## config.mk

```make
export PLATFORM = sky130hd
export DESIGN_NAME = cache_sa2
export DESIGN_NICKNAME = d
export VERILOG_FILES = /design/src/rtl/cache_sa2.sv
export SDC_FILE = /design/constraint.sdc
export NUM_CORES = 2
export LEC_CHECK = 0
export ABC_AREA = 1
export CELL_PAD_IN_SITES_DETAIL_PLACEMENT = 0
export CELL_PAD_IN_SITES_GLOBAL_PLACEMENT = 1
export CORE_MARGIN = 5
export CORE_UTILIZATION = 39
export DETAILED_ROUTE_END_ITERATION = 8
export PLACE_DENSITY = 0.79
export SYNTH_ARGS = -nofsm -noshare
export SYNTH_HDL_FRONTEND = slang
export SYNTH_SLANG_ARGS = --single-unit
```

## constraint.sdc

```tcl
create_clock -name clk -period 4.15 [get_ports clk]
set_clock_uncertainty 0.05 [all_clocks]
set_input_delay 0.415 -clock clk [delete_from_list [all_inputs] [get_ports clk]]
set_output_delay 0.415 -clock clk [all_outputs]
set_load 0.02 [all_outputs]
```

## src/rtl/cache_sa2.sv

```systemverilog
// Two-way set-associative, write-back, write-allocate data cache with 128-bit lines.
// Define CACHE_SA2_PERF_CNT_EN to build the saturating hit/miss counters; otherwise both read 0.
module cache_sa2 #(
    parameter int ADDR_W = 30,
    parameter int SETS   = 4,
    parameter int CNT_W  = 32
) (
    input  logic                clk,
    input  logic                proc_reset_n,
    input  logic                proc_read,
    input  logic                proc_write,
    input  logic [ADDR_W-1:0]   proc_addr,
    input  logic [31:0]         proc_wdata,
    output logic                proc_stall,
    output logic [31:0]         proc_rdata,
    output logic                mem_read,
    output logic                mem_write,
    output logic [ADDR_W-3:0]   mem_addr,
    output logic [127:0]        mem_wdata,
    input  logic [127:0]        mem_rdata,
    input  logic                mem_ready,
    output logic [CNT_W-1:0]    hit_cnt,
    output logic [CNT_W-1:0]    miss_cnt
);
    localparam int IDX_W = $clog2(SETS);
    localparam int TAG_W = ADDR_W - 2 - IDX_W;

    typedef enum logic [1:0] {
        IDLE      = 2'd0,
        COMPARE   = 2'd1,
        WRITEBACK = 2'd2,
        ALLOCATE  = 2'd3
    } state_t;

    state_t state;

    logic [127:0]     data_q  [2][SETS];
    logic [TAG_W-1:0] tag_q   [2][SETS];
    logic [1:0]       valid_q [SETS];
    logic [1:0]       dirty_q [SETS];
    logic [SETS-1:0]  lru_q;
    logic             victim_q;

    logic [IDX_W-1:0] idx;
    logic [TAG_W-1:0] tag;
    logic [1:0]       word;
    logic             req;
    logic             hit0;
    logic             hit1;
    logic             hit;
    logic             hit_way;
    logic             victim_sel;
    logic             victim_dirty;

    assign idx  = proc_addr[IDX_W+1:2];
    assign tag  = proc_addr[ADDR_W-1:IDX_W+2];
    assign word = proc_addr[1:0];
    assign req  = proc_read | proc_write;

    assign hit0    = valid_q[idx][0] && (tag_q[0][idx] == tag);
    assign hit1    = valid_q[idx][1] && (tag_q[1][idx] == tag);
    assign hit     = hit0 | hit1;
    assign hit_way = hit1;

    // Invalid ways are filled before anything valid is evicted.
    always_comb begin
        if (!valid_q[idx][0]) begin
            victim_sel = 1'b0;
        end else if (!valid_q[idx][1]) begin
            victim_sel = 1'b1;
        end else begin
            victim_sel = lru_q[idx];
        end
    end

    assign victim_dirty = valid_q[idx][victim_sel] && dirty_q[idx][victim_sel];

    // Handshake: mem_read/mem_write stay high, with address and data stable, until the
    // cycle in which mem_ready is sampled; they drop in the following cycle.
    always_comb begin
        proc_stall = 1'b1;
        proc_rdata = '0;
        mem_read   = 1'b0;
        mem_write  = 1'b0;
        mem_addr   = '0;
        mem_wdata  = '0;
        case (state)
            COMPARE: begin
                proc_stall = req && !hit;
                if (proc_read && !proc_write && hit) begin
                    proc_rdata = data_q[hit_way][idx][{word, 5'b0} +: 32];
                end
            end
            WRITEBACK: begin
                mem_write = 1'b1;
                mem_addr  = {tag_q[victim_q][idx], idx};
                mem_wdata = data_q[victim_q][idx];
            end
            ALLOCATE: begin
                mem_read = 1'b1;
                mem_addr = proc_addr[ADDR_W-1:2];
            end
            default: ;
        endcase
    end

    always_ff @(posedge clk or negedge proc_reset_n) begin
        if (!proc_reset_n) begin
            state    <= IDLE;
            lru_q    <= '0;
            victim_q <= 1'b0;
            for (int s = 0; s < SETS; s++) begin
                valid_q[s] <= '0;
                dirty_q[s] <= '0;
            end
        end else begin
            case (state)
                IDLE: begin
                    state <= COMPARE;
                end
                COMPARE: begin
                    if (req) begin
                        if (hit) begin
                            lru_q[idx] <= ~hit_way;
                            if (proc_write) begin
                                dirty_q[idx][hit_way] <= 1'b1;
                            end
                        end else begin
                            victim_q <= victim_sel;
                            state    <= victim_dirty ? WRITEBACK : ALLOCATE;
                        end
                    end
                end
                WRITEBACK: begin
                    if (mem_ready) begin
                        dirty_q[idx][victim_q] <= 1'b0;
                        state                  <= ALLOCATE;
                    end
                end
                ALLOCATE: begin
                    if (mem_ready) begin
                        valid_q[idx][victim_q] <= 1'b1;
                        dirty_q[idx][victim_q] <= 1'b0;
                        state                  <= COMPARE;
                    end
                end
                default: begin
                    state <= IDLE;
                end
            endcase
        end
    end

    // Line data and tags carry no reset; the valid bits alone make them meaningful.
    always_ff @(posedge clk) begin
        if (state == COMPARE && proc_write && hit) begin
            data_q[hit_way][idx][{word, 5'b0} +: 32] <= proc_wdata;
        end
        if (state == ALLOCATE && mem_ready) begin
            data_q[victim_q][idx] <= mem_rdata;
            tag_q[victim_q][idx]  <= tag;
        end
    end

`ifdef CACHE_SA2_PERF_CNT_EN
    localparam logic [CNT_W-1:0] CNT_ONE = {{(CNT_W-1){1'b0}}, 1'b1};

    logic             refill_q;
    logic [CNT_W-1:0] hit_q;
    logic [CNT_W-1:0] miss_q;

    // refill_q marks the completing hit after a line fill so it is not counted as a hit.
    always_ff @(posedge clk or negedge proc_reset_n) begin
        if (!proc_reset_n) begin
            refill_q <= 1'b0;
            hit_q    <= '0;
            miss_q   <= '0;
        end else begin
            if (state == ALLOCATE && mem_ready) begin
                refill_q <= 1'b1;
            end else if (state == COMPARE) begin
                refill_q <= 1'b0;
            end
            if (state == COMPARE && req) begin
                if (!hit && miss_q != '1) begin
                    miss_q <= miss_q + CNT_ONE;
                end
                if (hit && !refill_q && hit_q != '1) begin
                    hit_q <= hit_q + CNT_ONE;
                end
            end
        end
    end

    assign hit_cnt  = hit_q;
    assign miss_cnt = miss_q;
`else
    assign hit_cnt  = '0;
    assign miss_cnt = '0;
`endif

    a_no_dual_request: assert property (@(posedge clk) disable iff (!proc_reset_n)
        !(mem_read && mem_write));

    a_single_way_hit: assert property (@(posedge clk) disable iff (!proc_reset_n)
        !(hit0 && hit1));

endmodule

```

---- After elaboration in Yosys (flattened, before gate mapping) ----
Memories as Yosys holds them, arrays and structs flattened.
Index checks and enable logic that the tools add are counted.
cells by class
  add/subtract/negate cells ............... 1
  magnitude comparators ................... 9
  equality and inequality tests ........... 12
  shift-type cells ........................ 3
  mux-type cells .......................... 72
  bitwise operators ....................... 9
  reductions and logical operators ........ 24
operators by type and width
  cell                                                                       count
  512-bit two-way mux                                                        4
  128-bit two-way mux                                                        7
  128-bit binary-select mux with 2-bit select                                2
  128-bit demux with 2-bit select                                            2
  512-bit OR reduction                                                       1
  26-bit two-way mux                                                         7
  26-bit binary-select mux with 2-bit select                                 3
  32-bit by 9-bit variable shift with 128-bit output (first input constant)  1
  128-bit by 8-bit indexed part select with 32-bit output                    1
  32-bit by 9-bit indexed part select with 128-bit output                    1
  104-bit two-way mux                                                        1
  32-bit two-way mux                                                         2
  28-bit one-hot mux with 2 select lines                                     1
  26-bit demux with 2-bit select                                             1
  26-bit equality test                                                       2
  8-bit two-way mux                                                          4
  2-bit two-way mux                                                          10
  1-bit two-way mux                                                          17
  8-bit OR                                                                   2
  8-bit one-hot mux with 2 select lines                                      1
  1-bit logical AND                                                          13
  2-bit inequality test (second input constant)                              6
  7-bit negator with 9-bit output                                            1
  8-bit AND                                                                  1
  28 further kinds                                                           39
word-level totals
  bits in registers ....................... 23
  bits in writable memories ............... 1232
  input bits .............................. 195
  output and inout port bits .............. 255
  word-level logic and storage cells ...... 143
  memories ................................ 2
memory list
  name    depth  width  rd ports  clocked after Yosys merged registers in  wr ports  line  source
  data_q  2      512    2         0                                        1         37    logic [127:0] data_q [2][SETS];
  tag_q   2      104    3         0                                        1         38    logic [TAG_W-1:0] tag_q [2][SETS];

---- Depth between registers and ports, before layout ----
  depth after elaboration ................. 17
  gate-level depth with buffers ........... 23
  mapped depth without buffers ............ 20

---- Worst setup path after synthesis ----
OpenSTA, ideal clock, no wires.
  kind .................................... input to register
  start point ............................. in proc_addr[2]
  end point ............................... mem data_q[0][224] (netlist name) (enable)
  setup time .............................. 0.432 ns
  arrival ................................. 3.694 ns
  data required time ...................... 3.668 ns
  slack ................................... -0.026 ns
  stages .................................. 19
  buffers on the path ..................... 6
  cells stage by stage .................... buf_6 buf_6 buf_6 buf_2 o21ai_0 nand2_1 nand3_1 nand2_1 nor2_1 nand2_1 inv_1 nand2_1 nor2_1 nand2_1 nand2_2 buf_4 buf_6 nand4_2 a21oi_1
between the ends
  word-level cells in the longest chain between the ends .. 11
  elaborated cells on any way between the ends .. 29
  those cells by class .................... 2 x order compare; 2 x eq/ne; 18 x mux; 2 x bitwise; 5 x reduce/logical
ends and longest elaborated chain
  item                                                                                        line  source
  start, declared                                                                             12    input logic [ADDR_W-1:0] proc_addr,
  2-bit NOT with 3-bit output (not written as such) (*)                                       -
  parallel branches: the longest is 10 deep, another holds 3-bit greater-or-equal comparator  -
  end, declared                                                                               37
Mark *: on every way between the ends. The select of a mux whose other input is x is not followed.

==> impl_metrics.env <==
export IMPL_reg2reg_slack_ns=0.73
export IMPL_ys_flop_type="edfxtp_1"
export IMPL_p_int_w=0.0253
export IMPL_clock_sinks=1255
export IMPL_clk_latency_ns=0.79
export IMPL_finalWorstPathRequiredPeriod_ns=4.11
export IMPL_num_vias=51900
export IMPL_place_gp_congestion=0.985
export IMPL_grt_pass1_vias=48700
export IMPL_relSlewSlack_pct=24.1
export IMPL_synth_edf_count=1232
export IMPL_fmax_mhz=243
export IMPL_drv_slew=0
export IMPL_power_density_nw_per_um2=499
export IMPL_crit_fanout=5
export IMPL_firstDrtPassIters=7
export IMPL_dpl_hpwl_um=165000
export IMPL_worst_pin_slew_ns=1.13
export IMPL_maxCapViolCount=0
export IMPL_vdd_ir_drop_max_mv=0.511
export IMPL_p_switching_w=0.0122
export IMPL_syn_inst=5560
export IMPL_hp_class="in -> reg"
export IMPL_synth_ff_latch_count=1255
export IMPL_syn2layout_area_growth_pct=26.2
export IMPL_setup_viol=0
export IMPL_rr_endpoint="data_q[0][198]"
export IMPL_status="complete, no violations"
export IMPL_clockPowerShare_pct=33.8
export IMPL_worstHoldStart="proc_addr[19]"
export IMPL_path_clk_slew_ns=0.06
export IMPL_std_cell_rows=143
export IMPL_crit_path_start_kind="flop"
export IMPL_numCtsBuffers=138
export IMPL_worstHoldEndpoint="tag_q[1][67]"
export IMPL_clock_root_buffer="clkbuf_16"
export IMPL_die_area_um2=161000
export IMPL_finish_net_count=6369
export IMPL_yosysSeqAreaShare_pct=63.1
export IMPL_fin_util_pct=49.5
export IMPL_portBuffers=385
export IMPL_nFillCells=13300
export IMPL_die_w_um=401
export IMPL_drt_vias_per_instance=6.24
export IMPL_rsz0062_at_grt="yes"
export IMPL_grt_usage_pct=29.9
export IMPL_yosys_warnings=0
export IMPL_p_leak_nw=26.2
export IMPL_finalWirelength_um=252000
export IMPL_layout_cells_non_filler=8317
export IMPL_drc=0
export IMPL_grt_ovfl_total=0
export IMPL_die_y_um=401
export IMPL_post_drt_wl_per_cell_um=30.3
export IMPL_layout_drive_gt1_share_pct=16.3
export IMPL_io_pins=450
export IMPL_p_sw_share_pct=32.5
export IMPL_start_util_pct=39.2
export IMPL_comb_power_share_pct=25.5
export IMPL_ys_async_sr_fraction_pct=1.83
export IMPL_synth_area_leader_cell="edfxtp_1"
export IMPL_ant_nets=0
export IMPL_synth_area_per_cell_um2=10.7
export IMPL_reg2reg_depth=18
export IMPL_clockBufferDepth=3
export IMPL_drt_iter0_drc=7624
export IMPL_cp_required_ns=3.68
export IMPL_grt_pass1_wl_um=352000
export IMPL_hold_viol=0
export IMPL_arrival_ns=3.64
export IMPL_antenna_found_initial=24
export IMPL_min_path_cells=1
export IMPL_synth_area_top_cells="edfxtp_1, nand2_1, o22ai_1, nand3_1, o221ai_1"
export IMPL_yosys_area_top_type_share_pct=62.1
export IMPL_min_period_over_period_pct=99.0
export IMPL_power_frac_seq_pct=40.7
export IMPL_cts_max_level=4
export IMPL_placed_cells=8023
export IMPL_cts_tree="yes"
export IMPL_r2r_start="tag_q[1][19]"
export IMPL_endpoint_kind="output port"
export IMPL_post_synth_instance_area_um2=59600
export IMPL_critPathKind="reg -> out"
export IMPL_synth_cell_types=46
export IMPL_fp_coreArea_um2=152000
export IMPL_grt_max_degree=129
[cell usage after synthesis (all sizes together), types with 80 or more instances]
master / number
a21oi: 80
a221oi: 122
a22o: 103
a22oi: 164
a41oi: 99
buf: 186
clkbuf: 300
edfxtp: 1232
inv: 348
nand2: 1263
nand3: 377
nor2: 368
o21ai: 260
o221ai: 203
o22ai: 330
[how the worst max path moves through the flow]
stage / to / slack [ns] / start
after CTS: proc_rdata[20] / -0.03 / tag_q[1][11]
after global placement: proc_rdata[0] / -0.42 / proc_addr[2]
after detailed placement: proc_rdata[0] / -0.44 / proc_addr[2]
after global routing: proc_rdata[8] / -0.07 / tag_q[1][6]
final: proc_rdata[1] / 0.04 / tag_q[1][15]
after floorplan: data_q[0][224] / -0.03 / proc_addr[2]
[layer usage]
| layer | vias to the layer above | track usage [%] | part of all wire, % |
|---|---|---|---|
| li1 | 21900 | - | - |
| met1 | 25200 | 38.3 | 36 |
| met2 | 4050 | 44.3 | 43 |
| met3 | 706 | 11.0 | 15 |
| met4 | 18 | 16.0 | 6.1 |
| met5 | - | 0.446 | 0.079 |
[registers in the layout, summed over array words and instances (netlist names)]
signal / cells
tag_q: 208
data_q: 1024
valid_q: 8
state: 2
victim_q: 1
dirty_q: 8
lru_q: 4
[final cells by class]
type	count	area, um2	share of cell area, %
multi-input combinational	3534	19900	26.5
sequential	1255	37600	50.0
inverter	349	1330	1.76
clock inverter	91	1160	1.55
clock buffer	160	3540	4.70
timing repair buffer	887	9130	12.1
tap	2030	2540	3.38
antenna	11	27.5	0.0366
[through the flow]
step / power, W / hold slack, ns / setup slack, ns / setup TNS (ns) / cell area, um2
after floorplan: 0.0199 / 0.0694 / -0.0262 / -15.02 / 59800
after global placement: 0.0247 / 0.394 / -0.417 / -3.54 / 69300
after global routing: 0.0385 / 0.253 / -0.0724 / -0.748 / 75200
after CTS: 0.0373 / 0.220 / -0.0330 / -0.0330 / 74700
after detailed placement: 0.0248 / 0.398 / -0.441 / -3.91 / 69300
final: 0.0375 / 0.256 / 0.0401 / 0 / 75200
[what timing repair did]
item                                   in CTS  in global routing
gates resized for setup                   133                148
pin swaps                                  11                 31
buffers inserted                           18                  7
setup endpoints to repair                  45                 39
cloned                                      7                  1
endpoints found under the hold margin      23                  0
hold buffers                                1                  0
[cells by family (layout without fill, tap and decap cells)]
| logic type | after synthesis | after routing | synth area share (%) |
|---|---|---|---|
| other | 1 | 75 | 0.00629 |
| AND/OR/NAND/NOR | 2046 | 2047 | 14.0 |
| AO/OA/AOI/OAI | 1413 | 1413 | 16.8 |
| adder cells (fa/ha/maj) | 9 | 9 | 0.189 |
| XOR/XNOR | 1 | 1 | 0.0147 |
| buffers and inverters | 835 | 1487 | 5.94 |
| flip-flops | 1255 | 1255 | 63.1 |
[critical path: stages (launching register included)]
cell             delay (ns)
edfxtp_1               0.40
nand2_1                0.08
nand2_1                0.05
nand2_1                0.07
nand3_1                0.14
nand2_1                0.10
inv_1                  0.04
nand2_1                0.07
nor2_1                 0.04
nand2_1                0.10
nor2_4                 0.05
buf_12                 0.13
buf_12                 0.15
bufbuf_16              0.28
buf_4                  0.16
nand3_1                0.10
nand3_1                0.14
nand3_1                0.22
nand2_1                0.09
nor2_2                 0.16
clkdlybuf4s15_2        0.29
[power by group through the flow]
stage          combinational, W  sequential [W]  clock (W)
2_1_floorplan           0.00445          0.0155          0
3_3_place_gp            0.00917          0.0155          0
3_5_place_dp            0.00922          0.0155          0
4_1_cts                 0.00929          0.0153     0.0127
5_1_grt                 0.00992          0.0153     0.0133
6_report                0.00957          0.0153     0.0127
[placed cells by master (no fill, tap or decap), drive strengths merged, types with 28 or more instances in the layout]
cell type	synthesis	routed
a21oi	80	80
a221oi	122	122
a22o	103	103
a22oi	164	164
a31oi	28	28
a41oi	99	99
buf	186	592
clkbuf	300	161
clkdlybuf4s50	0	286
clkinv	1	67
conb	1	64
edfxtp	1232	1232
inv	348	351
nand2	1263	1264
nand3	377	377
nor2	368	368
o21ai	260	260
o221ai	203	203
o22ai	330	330
Note: power is estimated with default switching activity, not from simulation.
